File: src/rtl/otp_ctrl_chk_arb_pkg.sv
// Shared types for the periodic-check arbiter: lifecycle escalation encoding,
// sparse FSM state encoding and its width.
package otp_ctrl_chk_arb_pkg;

  localparam int unsigned NumPartDefault = 10;

  // Multi-bit lifecycle signal; only the exact Off pattern counts as "off".
  localparam int unsigned LcTxWidth = 4;
  typedef logic [LcTxWidth-1:0] lc_tx_t;
  localparam lc_tx_t LcTxOn  = 4'b0101;
  localparam lc_tx_t LcTxOff = 4'b1010;

  // 9-bit sparse encoding, pairwise Hamming distance >= 5.
  localparam int unsigned ChkArbStateWidth = 9;
  typedef enum logic [ChkArbStateWidth-1:0] {
    IdleSt  = 9'b000011111,
    IssueSt = 9'b011100011,
    AckSt   = 9'b101101100,
    ErrorSt = 9'b110010000
  } chk_arb_state_e;

  // Loose test: anything that is not exactly Off is treated as asserted.
  function automatic logic lc_tx_test_not_off(lc_tx_t val);
    return val != LcTxOff;
  endfunction

endpackage

File: src/rtl/otp_ctrl_rr_pick.sv
// Combinational round-robin picker: first set request bit at or above ptr,
// searching upward and wrapping from NumPart-1 back to 0.
module otp_ctrl_rr_pick #(
  parameter  int unsigned NumPart = 10,
  localparam int unsigned PtrW    = $clog2(NumPart)
) (
  input  logic [NumPart-1:0] req,
  input  logic [PtrW-1:0]    ptr,
  output logic               valid_c,
  output logic [PtrW-1:0]    idx_c
);

  localparam int unsigned SumW = PtrW + 1;

  logic [2*NumPart-1:0] dbl;
  logic [NumPart-1:0]   rot;
  logic [PtrW-1:0]      ofs;
  logic [SumW-1:0]      sum;

  // Rotate so ptr lands on bit 0, find the lowest set bit, rotate back.
  always_comb begin
    dbl = {req, req};
    rot = NumPart'(dbl >> ptr);
    ofs = '0;
    for (int i = NumPart - 1; i >= 0; i--) begin
      if (rot[i]) begin
        ofs = PtrW'(i);
      end
    end
    sum = SumW'(ptr) + SumW'(ofs);
    if (sum >= SumW'(NumPart)) begin
      sum = sum - SumW'(NumPart);
    end
    valid_c = |req;
    idx_c   = sum[PtrW-1:0];
  end

endmodule

File: src/rtl/otp_ctrl_chk_arb.sv
// Serialises the timer's per-partition integrity/consistency check requests so
// only one partition at a time re-reads OTP; acks go back to the timer.
module otp_ctrl_chk_arb
  import otp_ctrl_chk_arb_pkg::*;
#(
  parameter  int unsigned NumPart = NumPartDefault,
  localparam int unsigned PtrW    = $clog2(NumPart)
) (
  input  logic               clk_i,
  input  logic               rst_i,
  input  logic [NumPart-1:0] integ_chk_req_i,
  input  logic [NumPart-1:0] cnsty_chk_req_i,
  output logic [NumPart-1:0] integ_chk_ack_o,
  output logic [NumPart-1:0] cnsty_chk_ack_o,
  output logic [NumPart-1:0] part_chk_req_o,
  output logic               part_chk_cnsty_o,
  input  logic [NumPart-1:0] part_chk_done_i,
  input  logic               otp_prog_busy_i,
  input  lc_tx_t             escalate_en_i,
  output logic               busy_o,
  output logic               fsm_err_o
);

  chk_arb_state_e  state_q, state_d;
  logic [PtrW-1:0] rr_q, rr_d;
  logic [PtrW-1:0] sel_q, sel_d;
  logic            type_q, type_d;

  logic            integ_vld, cnsty_vld;
  logic [PtrW-1:0] integ_idx, cnsty_idx;

  logic [NumPart-1:0] sel_oh;
  logic [NumPart-1:0] req_d, integ_ack_d, cnsty_ack_d;
  logic               cnsty_d, busy_d, err_d;

  otp_ctrl_rr_pick #(
    .NumPart (NumPart)
  ) u_integ_pick (
    .req     (integ_chk_req_i),
    .ptr     (rr_q),
    .valid_c (integ_vld),
    .idx_c   (integ_idx)
  );

  otp_ctrl_rr_pick #(
    .NumPart (NumPart)
  ) u_cnsty_pick (
    .req     (cnsty_chk_req_i),
    .ptr     (rr_q),
    .valid_c (cnsty_vld),
    .idx_c   (cnsty_idx)
  );

  // State and selection register.
  always_ff @(posedge clk_i) begin
    if (rst_i) begin
      state_q <= IdleSt;
      rr_q    <= '0;
      sel_q   <= '0;
      type_q  <= 1'b0;
    end else begin
      state_q <= state_d;
      rr_q    <= rr_d;
      sel_q   <= sel_d;
      type_q  <= type_d;
    end
  end

  // Next state; integrity wins over consistency, consistency waits out programming.
  always_comb begin
    state_d = state_q;
    rr_d    = rr_q;
    sel_d   = sel_q;
    type_d  = type_q;
    case (state_q)
      IdleSt: begin
        if (integ_vld) begin
          sel_d   = integ_idx;
          type_d  = 1'b0;
          state_d = IssueSt;
        end else if (cnsty_vld && !otp_prog_busy_i) begin
          sel_d   = cnsty_idx;
          type_d  = 1'b1;
          state_d = IssueSt;
        end
      end
      IssueSt: begin
        if (part_chk_done_i[sel_q]) begin
          state_d = AckSt;
        end
      end
      AckSt: begin
        rr_d    = (sel_q == PtrW'(NumPart - 1)) ? '0 : sel_q + PtrW'(1);
        state_d = IdleSt;
      end
      ErrorSt: begin
        state_d = ErrorSt;
      end
      default: begin
        state_d = ErrorSt;
      end
    endcase
    if (lc_tx_test_not_off(escalate_en_i)) begin
      state_d = ErrorSt;
    end
  end

  // Output values for the upcoming state; registered alongside the state.
  always_comb begin
    req_d       = '0;
    integ_ack_d = '0;
    cnsty_ack_d = '0;
    cnsty_d     = 1'b0;
    busy_d      = 1'b0;
    err_d       = 1'b0;
    sel_oh      = NumPart'(1) << sel_d;
    case (state_d)
      IssueSt: begin
        req_d   = sel_oh;
        cnsty_d = type_d;
        busy_d  = 1'b1;
      end
      AckSt: begin
        if (type_d) begin
          cnsty_ack_d = sel_oh;
        end else begin
          integ_ack_d = sel_oh;
        end
        busy_d = 1'b1;
      end
      ErrorSt: begin
        err_d = 1'b1;
      end
      default: ;
    endcase
  end

  always_ff @(posedge clk_i) begin
    if (rst_i) begin
      part_chk_req_o   <= '0;
      part_chk_cnsty_o <= 1'b0;
      integ_chk_ack_o  <= '0;
      cnsty_chk_ack_o  <= '0;
      busy_o           <= 1'b0;
      fsm_err_o        <= 1'b0;
    end else begin
      part_chk_req_o   <= req_d;
      part_chk_cnsty_o <= cnsty_d;
      integ_chk_ack_o  <= integ_ack_d;
      cnsty_chk_ack_o  <= cnsty_ack_d;
      busy_o           <= busy_d;
      fsm_err_o        <= err_d;
    end
  end

endmodule

File: config.mk
export PLATFORM = sky130hd
export DESIGN_NAME = otp_ctrl_chk_arb
export DESIGN_NICKNAME = d
export VERILOG_FILES = /design/src/rtl/otp_ctrl_chk_arb_pkg.sv /design/src/rtl/otp_ctrl_rr_pick.sv /design/src/rtl/otp_ctrl_chk_arb.sv
export SDC_FILE = /design/constraint.sdc
export NUM_CORES = 1
export LEC_CHECK = 0
export CAP_MARGIN = 25
export CORE_ASPECT_RATIO = 1.1
export CORE_UTILIZATION = 50
export DETAILED_ROUTE_END_ITERATION = 10
export GPL_TIMING_DRIVEN = 0
export PLACE_DENSITY = 0.76
export SYNTH_ARGS = -nofsm -noshare
export SYNTH_HDL_FRONTEND = slang
export SYNTH_HIERARCHICAL = 1
export SYNTH_SLANG_ARGS = --single-unit
File: constraint.sdc
create_clock -name clk_i -period 14.3 [get_ports clk_i]
set_input_delay 2.86 -clock clk_i [delete_from_list [all_inputs] [get_ports clk_i]]
set_output_delay 2.86 -clock clk_i [all_outputs]
set_load 0.02 [all_outputs]
# == Word level (Yosys, flattened, before mapping) ==
# Index checks and enable logic that the tools add are counted.
# classes
n_addsub,5
mul,0
n_div,0
order_cmp,3
n_eq_ne,8
shift,3
mux,38
n_bitwise,3
n_reduce_logical,8
# op_table
cell,n
$mux W4,26
$shr A20 B4 Y10,2
$mux W9,4
$eq A9 B9 Y1 const B,3
$pmux W9 S3,1
$reduce_or A10 Y1,2
$eq A9 B8 Y1 const B,2
$add A4 B4 Y5,2
$ge A5 B4 Y1 const B,2
$shl A1 B4 Y10 const A,1
$eq A9 B5 Y1 const B,1
$sub A4 B4 Y4 const B,2
$mux W1,6
$reduce_or A3 Y1,2
$lt A4 B5 Y1 const B,1
$add A4 B1 Y4 const B,1
$bmux W1 S4,1
$eq A4 B4 Y1 const B,1
$ne A4 B4 Y1 const B,1
$reduce_or A2 Y1,2
$not A1 Y1,3
$logic_and A1 B1 Y1,1
$logic_not A1 Y1,1
# totals
reg_bits,51
latch_bits,0
mem_bits_rw,0
romBits,0
in_bits,37
output_inout_bits,33
elab_cells,78
n_memories,0

# == Logic depth before layout (Yosys ltp) ==
# logic_depth
ltp_word,18
depth_mapped,20
depth_no_buf,18

# == Hierarchy ==
# Netlist, hierarchy kept.
# by_module_without_submodules
module,instances,cells_per_inst,area_each_um2,seq_area_each_um2
otp_ctrl_chk_arb,1,203,2008.2,1021.0
otp_ctrl_rr_pick,2,119,980.9,0.0

# == Worst setup path after synthesis ==
# No wires, ideal clock.
# synth_timing
kind,input port to flip-flop
start,input port integ_chk_req_i[2]
end,register cnsty_chk_ack_o[9]
setup_time_ns,0.070
arrival_time_ns,6.717
required_ns,14.230
path_slack_ns,7.514
path_stages,18
path_buffers,0
cell_sequence,mux4_1 -> and2_1 -> a211oi_1 -> a21oi_1 -> a211oi_1 -> a211oi_1 -> ha_1 -> fa_1 -> xnor2_1 -> ha_1 -> nand2_1 -> a21boi_0 -> xnor2_1 -> and2_1 -> a31oi_1 -> o22ai_1 -> or4_4 -> nor2_1
# synth_between
elab_chain_cells,17
elab_cells_between_ends,28
classes_between,add/sub: 2; order compare: 1; eq/ne: 1; shift: 2; mux: 18; bitwise: 2; reduce/logical: 2
# synth_rtl
item,line,rtl
"start, declared",otp_ctrl_chk_arb.sv:11,"input logic [NumPart-1:0] integ_chk_req_i,"
$shr A20 B4 Y10 (*),otp_ctrl_rr_pick.sv:23,rot = NumPart'(dbl >> ptr);
$mux W4 (9 in series),otp_ctrl_rr_pick.sv:26,if (rot[i]) begin
$mux W4 (*),otp_ctrl_rr_pick.sv:26,
$add A4 B4 Y5 (*),otp_ctrl_rr_pick.sv:30,sum = SumW'(ptr) + SumW'(ofs);
$sub A4 B4 Y4 / $ge A5 B4 Y1 (equally long branches),"otp_ctrl_rr_pick.sv:32, otp_ctrl_rr_pick.sv:31",
$mux W4 (*),otp_ctrl_rr_pick.sv:31,if (sum >= SumW'(NumPart)) begin
via integ_idx[1],otp_ctrl_chk_arb.sv:30,"logic [PtrW-1:0] integ_idx, cnsty_idx;"
$mux W4 (*),otp_ctrl_chk_arb.sv:77,if (integ_vld) begin
$mux W4 (*),otp_ctrl_chk_arb.sv:75,case (state_q)
$shl A1 B4 Y10 (*),otp_ctrl_chk_arb.sv:116,sel_oh = NumPart'(1) << sel_d;
"end signal, assigned",otp_ctrl_chk_arb.sv:150,cnsty_chk_ack_o <= cnsty_ack_d;
"end, declared",otp_ctrl_chk_arb.sv:14,"output logic [NumPart-1:0] cnsty_chk_ack_o,"
# The timed path passes the listed nets; every way through them passes the cells marked *.
# A chain may end at the register's enable or synchronous reset.

# == Worst setup path in the final report ==
# layout_timing
start,input port integ_chk_req_i[3]
end,register cnsty_chk_ack_o[9]
# Same word-level chain as after synthesis.

==> flow_metrics.py <==
metrics = {
    "pwr": {
        "power.density_nw_per_um2": 62.74,
        "irDropWorstVdd_uv": 72.54,
        "leakage_nw": 1.763,
    },
    "synthesis": {
        "synth_nets": 490,
        "synthDistinctLibCells": 68,
        "synth_edf_count": 0,
        "synthCells": 441,
        "syn_avg_cell_area_um2": 9.002,
        "synth_flop_cell": "dfxtp_1",
        "ys_seq_elements": 51,
        "synth_warnings": 6,
        "async_reset_ff_share_pct": 0,
        "ys_seq_area_share_pct": 25.72,
        "synthesis.area_um2": 3970,
    },
    "setup_path": {
        "rr_startpoint": "rr_q[0]",
        "critPathRequiredTime_ns": 14.54,
        "cpLargestDelayFamily": "compound AO/OA/AOI/OAI gates",
        "crit_top_cell": "a211oi_1",
        "reg2reg_slack_ns": 9.03,
        "cp_slowest_cell": "mux4_1",
        "cp.arrival_ns": 7.88,
        "setup.worst_path.start_class": "input pin",
        "path_buf_inv": 1,
        "crit_chain": "clkdlybuf4s50_1, mux4_1, and2_1, a211oi_1, a21oi_1, a211oi_1, a211oi_1, ha_1, fa_1, xnor2_1, ha_1, nand2_1, a21boi_0, xnor2_1, and2_1, a31oi_1, o22ai_1, or4_4, nor2_1",
        "r2r_end": "cnsty_chk_ack_o[9]",
        "crit_path_end_kind": "flop",
        "r2r_cells": 19,
        "cp_max_fo": 6,
        "path_class": "input pin to flop",
        "max_stage_delay_ns": 0.61,
    },
    "cells_and_area": {
        "diodes": 0,
        "fin_nets": 565,
        "post-route-util_pct": 65.14,
        "multi_input_area_um2": 2725,
        "regArea_um2": 1021,
        "area_growth_syn_to_layout_pct": 23.98,
        "drive_gt1_share_pct": 13.73,
        "fill_cells": 639,
        "finalInstanceArea_um2": 4922,
    },
    "timing": {
        "hold_viol": 0,
        "hold_ws_ns": 0.6085,
        "worstMarginPinSlew_ns": 0.6250,
        "drv_slew": 0,
        "rsz0062_at_grt": "false",
        "setup_slack_ns": 6.660,
        "relSlewSlack_pct": 57.81,
        "setup_viol": 0,
        "clock_skew_ns": 0.005892,
        "period_needed_ns": 7.640,
        "fin_crit_sh_pct": 53.42,
        "max_freq_mhz": 130.9,
        "tns_ns": 0,
    },
    "global_routing": {
        "met1_usage_pct": 29.01,
        "grt.overflow.total": 0,
        "first_global_vias": 3547,
        "grt.total_usage_pct": 24.18,
        "grt_pass1_wl_um": 16140,
        "grt_antenna_before_repair": 0,
        "met2_usage_pct": 44.42,
        "top_usage_layer": "met2",
        "use_met3_pct": 3.463,
        "grt_max_degree": 18,
    },
    "clocking": {
        "clock_path_buffers": 2,
        "holdBufCountCts": 0,
        "clock_latency_ns": 0.31,
        "cts_root_buffer": "clkbuf_8",
        "cts_tree": "done",
        "post_cts_resize_count": 0,
        "h-tree-depth": 2,
        "clk_pin_slew_ns": 0.10,
        "cts_buffers": 5,
        "post_cts_buffers": 0,
        "clock_sinks": 51,
    },
    "hold_path": {
        "hold_path.class": "flop to flop",
        "hold_path_depth": 2,
        "holdPathEnd": "rr_q[3]",
        "hold_start": "rr_q[3]",
    },
    "placed_design": {
        "dp_slack_ns": 6.495,
        "place.gp.congestion": 0.8832,
        "port_buffers": 68,
        "placed_area_um2": 4782,
        "dp_hpwl_um": 7402,
    },
    "floorplanning": {
        "die_w_um": 86.96,
        "ios": 70,
        "die_y_um": 95.46,
        "start_util_pct": 52.54,
        "die-area_um2": 8301,
        "row_count": 33,
        "coreArea_um2": 7556,
    },
    "routing": {
        "drt_wl_total_um": 9792,
        "antenna_left": 0,
        "num_vias": 3661,
        "drtPass1Iterations": 4,
        "wl_per_cell_um": 15.74,
        "first_iter_violations": 114,
        "vias_per_cell": 5.886,
        "drc": 0,
    },
    "status": {
        "run_status": "complete, no violations",
    },
    "flow_run": {
        "drv_cap": 0,
    },
}
-- logic make-up after synthesis --
logic type	Yosys count	synth area share (%)
adders and majority gates	12	4.160
AOI/OAI and AO/OA	113	20.27
and+or+nand+nor	156	22.38
muxes	61	19.85
xor gates and xnor gates	9	1.986
buffers and inverters	39	5.641
DFF	51	25.72
-- layout by cell type (no fill, tap or decap), drive strengths merged, types with 5 or more instances in the layout --
cell type      instances
a211oi                13
a21o                  11
a21oi                 23
and2                   8
buf                   15
clkbuf                16
clkdlybuf4s50         68
dfxtp                 51
ha                    10
inv                   14
mux2                   6
mux2i                 42
mux4                  13
nand2                 20
nand2b                 8
nand3                  9
nand3b                 7
nor2                  58
nor2b                  5
nor3                  11
o21ai                 19
o221ai                 6
o22ai                  6
xnor2                  7
-- worst reg2reg max path, stage by stage (launching register included) --
cell	delay [ns]
dfxtp_1	0.48
buf_6	0.20
mux4_1	0.63
and2_1	0.19
a211oi_1	0.25
a21oi_1	0.12
a211oi_1	0.23
a211oi_1	0.13
ha_1	0.22
fa_1	0.40
xnor2_1	0.28
ha_1	0.24
nand2_1	0.06
a21boi_0	0.33
xnor2_1	0.13
and2_1	0.17
a31oi_1	0.22
o22ai_1	0.24
or4_4	0.58
nor2_1	0.11
-- power by group --
| part | internal (W) | switching, W | leakage, nW |
|---|---|---|---|
| Clock | 0.0000710 | 0.0000491 | 0.0703 |
| Combinational | 0.0000228 | 0.0000224 | 1.28 |
| Sequential | 0.000143 | 0.000000559 | 0.413 |
-- worst max path at each step --
stage	slack, ns	end	start	cells after the start
after floorplan	7.51	cnsty_chk_ack_o[9]	integ_chk_req_i[2]	18
after global placement	6.57	cnsty_chk_ack_o[9]	integ_chk_req_i[4]	19
after detailed placement	6.49	cnsty_chk_ack_o[9]	integ_chk_req_i[4]	19
after CTS	6.68	cnsty_chk_ack_o[9]	integ_chk_req_i[4]	19
after global routing	6.31	cnsty_chk_ack_o[9]	integ_chk_req_i[4]	19
final	6.66	cnsty_chk_ack_o[9]	integ_chk_req_i[3]	19
-- metal layers --
metal,vias up,part of all wire [%]
met5,-,0
met4,0,1.5
met3,17,4.8
met2,108,50
met1,1729,44
li1,1807,-
-- final cells by class --
| type | count | area share, % |
|---|---|---|
| clock buffer | 5 | 1.398 |
| tap | 105 | 2.669 |
| sequential | 51 | 20.74 |
| buffer | 26 | 3.559 |
| inverter | 13 | 0.9914 |
| multi-input combinational | 351 | 55.36 |
| clock inverter | 3 | 1.449 |
| timing repair buffer | 68 | 13.83 |
-- state kept, by name (all words and copies together), names as in the netlist --
| register | count |
|---|---|
| state_q | 9 |
| cnsty_chk_ack_o | 10 |
| fsm_err_o | 1 |
| rr_q | 4 |
| sel_q | 4 |
| type_q | 1 |
| part_chk_req_o | 10 |
| busy_o | 1 |
| integ_chk_ack_o | 10 |
| part_chk_cnsty_o | 1 |
-- cell usage after synthesis (all sizes together), types with 3 or more instances --
cell type	n	share of area, %
a21oi	23	2.9
nand2b	8	1.4
mux2	6	1.7
nand3b	7	1.3
ha	10	3.2
o21ai	19	2.5
o221ai	6	1.3
a31oi	4	0.63
nor4	4	0.63
nand2	20	1.9
a311oi	3	0.66
o22a	4	0.88
a2bb2oi	3	0.66
mux2i	42	11
and2	8	1.3
and4	3	0.66
buf	15	3.2
a21o	11	2.1
or3b	3	0.66
nand4b	4	0.88
xnor2	7	1.5
nor3b	3	0.85
and3b	3	0.66
nand3	9	1.3
nor3	11	1.6
a211oi	13	2.7
dfxtp	51	26
mux4	13	7.6
nand4	4	0.95
o21a	4	0.76
o22ai	6	0.95
o211ai	4	0.76
nor2	58	6.2
inv	13	1.2
clkbuf	11	1.3
nor2b	5	0.79
-- stage by stage --
stage	cells	power [W]
global placement	614	0.0001902
global route	622	0.0003191
detailed placement	614	0.0001912
floorplan	441	0.0001723
finish	622	0.0003088
CTS	622	0.0003104
No activity file was read; power rests on OpenSTA's default activity.
